### src/rtl/reg_serial_readout_if.sv
// reg_serial_readout handshake bundle.
// Load side, serial side and status.
interface reg_serial_readout_if #(
  parameter int WIDTH = 32
);
  localparam int CW = $clog2(WIDTH + 1);

  logic [WIDTH-1:0] D;
  logic             load_valid;
  logic             load_ready;
  logic             sout;
  logic             sout_valid;
  logic             sout_ready;
  logic             busy;
  logic             done;
  logic [CW-1:0]    bits_left;

  modport master (
    output D,
    output load_valid,
    output sout_ready,
    input  load_ready,
    input  sout,
    input  sout_valid,
    input  busy,
    input  done,
    input  bits_left
  );

  modport slave (
    input  D,
    input  load_valid,
    input  sout_ready,
    output load_ready,
    output sout,
    output sout_valid,
    output busy,
    output done,
    output bits_left
  );
endinterface

### src/rtl/reg_serial_readout.sv
// Parallel-in/serial-out register readout.
// Captures a word, streams it under valid/ready.
module reg_serial_readout #(
  parameter int WIDTH     = 32,
  parameter bit LSB_FIRST = 1'b1
) (
  input logic            clk,
  input logic            rst,
  reg_serial_readout_if.slave bus
);
  localparam int CW = $clog2(WIDTH + 1);

  typedef enum logic {
    IDLE  = 1'b0,
    SHIFT = 1'b1
  } state_t;

  state_t           state;
  logic [WIDTH-1:0] shreg;
  logic [CW-1:0]    cnt;
  logic             done_q;
  logic             out_bit;

  assign out_bit = LSB_FIRST ? shreg[0]
                             : shreg[WIDTH-1];

  // Outputs decode only from registered state.
  assign bus.load_ready = (state == IDLE);
  assign bus.sout_valid = (state == SHIFT);
  assign bus.busy       = (state == SHIFT);
  assign bus.sout       = (state == SHIFT) & out_bit;
  assign bus.done       = done_q;
  assign bus.bits_left  = cnt;

  // Load/shift FSM; done pulses after last bit.
  always_ff @(posedge clk or negedge rst) begin
    if (!rst) begin
      state  <= IDLE;
      shreg  <= '0;
      cnt    <= '0;
      done_q <= 1'b0;
    end else begin
      done_q <= 1'b0;
      unique case (state)
        IDLE: begin
          if (bus.load_valid) begin
            shreg <= bus.D;
            cnt   <= CW'(WIDTH);
            state <= SHIFT;
          end
        end
        SHIFT: begin
          if (bus.sout_ready) begin
            if (LSB_FIRST)
              shreg <= {1'b0, shreg[WIDTH-1:1]};
            else
              shreg <= {shreg[WIDTH-2:0], 1'b0};
            cnt <= cnt - CW'(1);
            if (cnt == CW'(1)) begin
              state  <= IDLE;
              done_q <= 1'b1;
            end
          end
        end
        default: state <= IDLE;
      endcase
    end
  end
endmodule

### src/flat_wrapper.sv
// flat-port wrapper written by rule: the top's interface ports become plain ports
module reg_serial_readout_flat 
#(
  parameter int WIDTH     = 32,
  parameter bit LSB_FIRST = 1'b1
)
  (clk, rst, bus_D, bus_load_valid, bus_sout_ready, bus_load_ready, bus_sout, bus_sout_valid, bus_busy, bus_done, bus_bits_left);
  reg_serial_readout_if #(.WIDTH(WIDTH)) bus_i ();
  input logic clk;
  input logic rst;
  input wire logic [$bits(bus_i.D)-1:0] bus_D;
  input wire logic [$bits(bus_i.load_valid)-1:0] bus_load_valid;
  input wire logic [$bits(bus_i.sout_ready)-1:0] bus_sout_ready;
  output wire logic [$bits(bus_i.load_ready)-1:0] bus_load_ready;
  output wire logic [$bits(bus_i.sout)-1:0] bus_sout;
  output wire logic [$bits(bus_i.sout_valid)-1:0] bus_sout_valid;
  output wire logic [$bits(bus_i.busy)-1:0] bus_busy;
  output wire logic [$bits(bus_i.done)-1:0] bus_done;
  output wire logic [$bits(bus_i.bits_left)-1:0] bus_bits_left;
  assign bus_i.D = bus_D;
  assign bus_i.load_valid = bus_load_valid;
  assign bus_i.sout_ready = bus_sout_ready;
  assign bus_load_ready = bus_i.load_ready;
  assign bus_sout = bus_i.sout;
  assign bus_sout_valid = bus_i.sout_valid;
  assign bus_busy = bus_i.busy;
  assign bus_done = bus_i.done;
  assign bus_bits_left = bus_i.bits_left;
  reg_serial_readout #(.WIDTH(WIDTH), .LSB_FIRST(LSB_FIRST)) u_core (.clk(clk), .rst(rst), .bus(bus_i));
endmodule
### config.mk
export PLATFORM = sky130hd
export DESIGN_NAME = reg_serial_readout_flat
export DESIGN_NICKNAME = d
export VERILOG_FILES = /design/src/rtl/reg_serial_readout_if.sv /design/src/rtl/reg_serial_readout.sv /design/src/flat_wrapper.sv
export SDC_FILE = /design/constraint.sdc
export NUM_CORES = 1
export LEC_CHECK = 0
export ABC_AREA = 1
export BUFFER_PORTS_ARGS = -buffer_cell sky130_fd_sc_hd__buf_2
export CAP_MARGIN = 10
export CORE_ASPECT_RATIO = 1.25
export CORE_MARGIN = 4
export CORE_UTILIZATION = 50
export CTS_BUF_LIST = sky130_fd_sc_hd__clkbuf_16
export DETAILED_ROUTE_END_ITERATION = 10
export PLACE_DENSITY = 0.8
export SYNTH_ARGS = -nofsm -noshare
export SYNTH_HDL_FRONTEND = slang
export SYNTH_SLANG_ARGS = --single-unit
### constraint.sdc
create_clock -name clk -period 1.3 [get_ports clk]
set_input_delay 0.065 -clock clk [delete_from_list [all_inputs] [get_ports clk]]
set_output_delay 0.065 -clock clk [all_outputs]
set_load 0.03 [all_outputs]
==> out/results.tsv, run 1 <==
metric	value	unit
initial antenna violation count	0	
HP Start	bus_D[31]	
PwrDens	2390	mW/mm^2
Hold Path Stages	3	
post-synth cell types	19	
Critical Path RT	1.49	ns
status	complete, no violations	
clock-pin slew on the worst setup and hold paths	0.05	ns
fin cells	326	
met2 Usage GRT	31.6	%
Reg area	0.00100	mm^2
fmax	802	MHz
total CTS buffers	5	
Power Total	0.00597	W
die extent in y	78.7	um
met1 usage	23.1	%
TritonCTS clock tree	built	
layout cells sized above 1	32.7	%
Final Skew	0.00289	ns
worst r2r path cells	6	
CP Class	flop to flop	
r2r endpoint	u_core.shreg[28]	
final setup violation count	0	
Area Overhead vs Synth	25.1	%
Die W	64.6	um
wire length per cell	12.8	um
Worst Path Buf+Inv	2	
via count	1616	
placed inst area	0.00230	mm^2
Core ar.	0.00382	mm^2
Remaining Overflow, GRT	0	
row count	25	
CP max FO	26	
Max Buffers Root-to-Sink	2	
gp weighted congestion	0.795	
unrepaired setup endpoints after global routing	yes	
Peak VDD IR	1.21	mV
number of port buffers	46	
Tcrit/Tclk final	95.9	%
met3 usage	5.80	%
Final Cell Area	0.00250	mm^2
worst-path cell chain	clkinv_4, nand2_4, nand2_8, buf_12, nor2_2, a31oi_2	
Pins Over Slew Limit	0	
maximum number of pins on one net before global-route repair	29	
first-pass GRT wire length	7360	um
htree depth	2	
post-layout min period	1.25	ns
vias per cell	4.96	
DIE AREA	0.00508	mm^2
root buf cell	clkbuf_16	
worst min path class	input port to flop	
final hold violations	0	
post-DP HPWL	2920	um
CP max stage delay	0.46	ns
Syn Inst Count	223	
Antenna diodes	0	
syn_nets	261	
Seq cells post-synth	40	
antenna viol nets, final	0	
Sink Count	40	
Rel. slew slack	69.8	%
crit path DAT	1.44	ns
vias in the first global route	1620	
Remaining DRCs	0	
total I/O pin count	47	
synth warn	0	
Worst-Margin Slew	0.453	ns
multi-input gate area in the final layout	883	um^2
Syn Area/Cell	8.97	um^2
reg-to-reg startpoint	u_core.bus.busy	
postcts setup bufs	0	
violation count after the first detailed-route iteration	67	
CP max stage cell	dfrtp_2	
Hold Path End	u_core.shreg[31]	
Netlist Area Pre-Place	0.00200	mm^2
Clock Latency Late Sink	0.28	ns
delay-heaviest family, CP	flip-flops	
Setup crit start kind	flop	
Pleak	1.19	nW
setup slack, reg-to-reg	0.05	ns
total wire length	4160	um
Final TNS setup	0	ns
register area share after synthesis	50.0	%
Max Cap Viol	0	
CP endpoint kind	flop	
CP startpoint	u_core.bus.busy	
initial core utilization	52.4	%
post-layout util	65.6	%
Inst Count DP	317	
gr busiest metal	met2	
fill count	312	
global-route usage over all layers	19.1	%
Nets	309	
Initial DRT Pass Iterations	4	
## power breakdown
group | internal (W) | total, W | switching, W
clock | 0.000689 | 0.00114 | 0.000446
sequential | 0.00183 | 0.00220 | 0.000376
combinational | 0.00108 | 0.00264 | 0.00155
total | 0.00360 | 0.00597 | 0.00237
## synth_stat cells
| cell | instances | share of area, % |
|---|---|---|
| nand2_4 | 2 | 1.1 |
| buf_4 | 3 | 1.1 |
| a31oi_2 | 20 | 13 |
| o22ai_1 | 1 | 0.31 |
| clkbuf_1 | 4 | 0.75 |
| ha_1 | 2 | 1.3 |
| o21ai_0 | 3 | 0.75 |
| nand2_2 | 1 | 0.31 |
| a31oi_1 | 11 | 3.4 |
| xor2_1 | 1 | 0.44 |
| nand4_1 | 2 | 0.63 |
| buf_2 | 4 | 1.0 |
| inv_4 | 1 | 0.31 |
| nor2_1 | 36 | 6.8 |
| inv_1 | 7 | 1.3 |
| nand2_1 | 73 | 14 |
| dfrtp_1 | 40 | 50 |
| nand3_1 | 8 | 2.0 |
| buf_6 | 4 | 2.3 |
## logic make-up after synthesis
group	after synthesis	synth area share (%)
flip-flops	40	50.0
XOR/XNOR	1	0.438
adder cells (fa/ha/maj)	2	1.25
buffers and inverters	23	6.75
AND/OR/NAND/NOR	122	24.5
AO/OA/AOI/OAI	35	17.0
## state kept, by name, indices dropped and copies added (netlist names)
| name | flops |
|---|---|
| u_core.bus.busy | 1 |
| u_core.bus.done | 1 |
| u_core.bus.bits_left | 6 |
| u_core.shreg | 32 |
## cell usage in the layout (no fill, tap or decap), types with 2 or more instances in the layout
| master | n |
|---|---|
| buf_2 | 44 |
| buf_12 | 5 |
| nand2_1 | 73 |
| o21ai_0 | 3 |
| nand4_1 | 2 |
| ha_1 | 2 |
| a31oi_1 | 11 |
| dfrtp_1 | 39 |
| inv_1 | 9 |
| nand3_1 | 8 |
| buf_4 | 5 |
| clkbuf_16 | 5 |
| nor2_1 | 32 |
| a31oi_2 | 20 |
| nor2_2 | 4 |
## routing by layer
layer / part of all wire [%] / routed length, um
met5: 0 / 0
met1: 42 / 1740
met2: 51 / 2120
met4: 1.9 / 80
met3: 5.2 / 216
## metrics by stage
| step | worst slack, ns | hold WS [ns] |
|---|---|---|
| after detailed placement | 0.0575 | 0.0331 |
| after floorplan | -0.00364 | -0.231 |
| final | 0.0534 | 0.0155 |
| after CTS | -0.00987 | 0.00672 |
| after global routing | -0.0134 | 0.0422 |
| after global placement | 0.0968 | 0.0319 |
## how the worst max path moves through the flow
stage,end,slack [ns],depth (start not counted)
after global placement,u_core.shreg[29],0.1,6
after detailed placement,u_core.shreg[4],0.06,6
after floorplan,u_core.shreg[10],-0.004,7
after global routing,u_core.shreg[5],-0.01,6
after CTS,bus_sout,-0.01,4
final,u_core.shreg[28],0.05,6
## final cells by class
class,instances,area share (%)
inverter,8,1.40
tap,54,2.70
sequential,40,40.0
clock buffer,5,5.00
clock inverter,3,0.450
multi-input combinational,160,35.3
timing repair buffer,56,15.1
## worst min-delay path, stage by stage
cell and delay (ns):
buf_2 0.07, nand3_1 0.06, nand2_1 0.06
## what timing repair did
action,4_1_cts,5_1_grt
endpoints found under the hold margin,17,0
resized for setup,6,10
gates cloned,0,0
setup endpoints to repair,2,8
hold buffers,1,0
Power figures use the tool's default switching activity.
==> run 2, diff against run 1 <==
--- a/config.mk
+++ b/config.mk
@@ -14,6 +14,7 @@
 export CTS_BUF_LIST = sky130_fd_sc_hd__clkbuf_16
 export DETAILED_ROUTE_END_ITERATION = 10
 export PLACE_DENSITY = 0.8
+export REMOVE_ABC_BUFFERS = 1
 export SYNTH_ARGS = -nofsm -noshare
 export SYNTH_HDL_FRONTEND = slang
 export SYNTH_SLANG_ARGS = --single-unit
==> run 2 against run 1 <==
Effect of this change:
- clock skew increased by 0.0013 ns
- core utilization is 1.4 points higher
- routed wire length up 7.6%
- final cell count grew 2.1%
- clock power about the same
- die area stayed put
- count of clock-buffer cells in the layout stayed put
- setup slack got worse by 0.029 ns
- combinational power grew 5%
- via count increased by 5.6%
- global-route usage decreased by 1.2 points
==> out/results.tsv, run 2 (synthesized netlist as in run 1, its figures left out) <==
metric	value	unit	change
Final Skew	0.00423	ns	was 0.00289 ns
Core ar.	0.00382	mm^2	unchanged
first-pass GRT wire length	7020	um	was 7360 um
total I/O pin count	47		unchanged
Max Buffers Root-to-Sink	2		unchanged
Nets	316		was 309
Worst-Margin Slew	0.487	ns	was 0.453 ns
Tcrit/Tclk final	98.1	%	was 95.9%
Area Overhead vs Synth	27.9	%	was 25.1%
row count	25		unchanged
commonest non-fill, non-tap cell in the layout	nand2_1		unchanged
gp weighted congestion	0.772		was 0.795
initial core utilization	52.4	%	unchanged
placed inst area	0.00229	mm^2	was 0.00230 mm^2
Remaining Overflow, GRT	0		unchanged
htree depth	2		unchanged
maximum number of pins on one net before global-route repair	50		was 29
die extent in y	78.7	um	unchanged
number of flip-flops in the largest register	32		unchanged
Critical Path RT	1.24	ns	was 1.49 ns
CP endpoint kind	output port		was flop
final hold violations	0		unchanged
Peak VDD IR	1.37	mV	was 1.21 mV
fill count	326		was 312
PwrDens	2390	mW/mm^2	about the same
total CTS buffers	5		unchanged
final setup violation count	0		unchanged
wire length per cell	13.4	um	was 12.8 um
Reg area	0.00100	mm^2	unchanged
Power Total	0.00611	W	was 0.00597 W
most frequent cells in the layout	73 x nand2_1, 45 x buf_2, 39 x dfrtp_1		was 73 x nand2_1, 44 x buf_2, 39 x dfrtp_1
Final TNS setup	0	ns	unchanged
root buf cell	clkbuf_16		unchanged
Max Cap Viol	0		unchanged
CP max FO	9		was 26
setup slack, reg-to-reg	0.04	ns	was 0.05 ns
Antenna diodes	0		unchanged
DIE AREA	0.00508	mm^2	unchanged
unrepaired setup endpoints after global routing	yes		unchanged
violation count after the first detailed-route iteration	112		was 67
TritonCTS clock tree	built		unchanged
register with the most flip-flops	u_core.shreg		unchanged
CP Class	flop to output port		was flop to flop
Final Cell Area	0.00256	mm^2	was 0.00250 mm^2
global-route usage over all layers	17.9	%	was 19.1%
Sink Count	40		unchanged
crit path DAT	1.21	ns	was 1.44 ns
vias per cell	5.12		was 4.96
multi-input gate area in the final layout	873	um^2	was 883 um^2
fmax	784	MHz	was 802 MHz
worst min path class	input port to flop		unchanged
Rel. slew slack	67.5	%	was 69.8%
Die W	64.6	um	unchanged
clock-pin slew on the worst setup and hold paths	0.06	ns	was 0.05 ns
status	complete, no violations		unchanged
Clock Latency Late Sink	0.28	ns	about the same
vias in the first global route	1587		was 1,620
initial antenna violation count	0		unchanged
post-layout min period	1.28	ns	was 1.25 ns
number of port buffers	46		unchanged
Initial DRT Pass Iterations	4		unchanged
Remaining DRCs	0		unchanged
layout cells sized above 1	33.0	%	was 32.7%
Pins Over Slew Limit	0		unchanged
Setup crit start kind	flop		unchanged
post-DP HPWL	2810	um	was 2920 um
via count	1706		was 1,616
total wire length	4470	um	was 4160 um
antenna viol nets, final	0		unchanged
Pleak	1.23	nW	was 1.19 nW
post-layout util	67.0	%	was 65.6%
-- run 2: path summary, 6_finish.rpt --
path | start | endpoint | cells past startpoint
max in group asynchronous | rst | u_core.bus.busy | 3
min reg2reg | u_core.shreg[31] | u_core.shreg[31] | 2
min | bus_D[31] | u_core.shreg[31] | 3
max reg2reg | u_core.bus.busy | u_core.shreg[30] | 7
max | u_core.bus.busy | bus_load_ready | 3
min in group asynchronous | rst | u_core.shreg[13] | 2
-- run 2: per-layer routing --
metal	share of wire, %	vias to the layer above	GRT usage, %
li1	-	846	-
met1	43	799	22.6
met2	49	51	28.2
met3	5.5	10	4.10
met4	2.5	0	10.1
met5	0	-	0
-- run 2: worst max-delay path: stages (launching register included) --
cell and delay [ns]:
dfrtp_2 0.47, inv_4 0.10, buf_4 0.16, clkbuf_4 0.20
-- run 2: cell type report --
type                            instances  area share [%]
Multi-Input combinational cell        160            34.1
Sequential cell                        40            39.2
Clock inverter                          3           0.440
Inverter                                8            1.27
Timing Repair Buffer                   63            17.5
Clock buffer                            5            4.89
Tap cell                               54            2.64
-- run 2: power by group --
group / internal (W) / total [W] / switching, W / leakage, nW
sequential: 0.00183 / 0.00219 / 0.000365 / 0.448
combinational: 0.00118 / 0.00278 / 0.00160 / 0.711
clock: 0.000689 / 0.00114 / 0.000452 / 0.0738
-- run 2: what timing repair did --
item	4_1_cts	5_1_grt
hold buffers	1	0
buffers inserted	0	5
endpoints found under the setup margin	3	18
hold endpoints to repair	19	0
gates cloned	0	2
gates resized for setup	4	4
-- run 2: per-stage QoR --
step | setup WS, ns | cells | hold slack (ns)
floorplan | -1.25 | 208 | -0.231
global placement | 0.117 | 317 | 0.0406
detailed placement | 0.0505 | 317 | 0.0594
CTS | 0.0127 | 326 | 0.0127
global route | -0.0348 | 333 | 0.0378
finish | 0.0249 | 333 | 0.0127
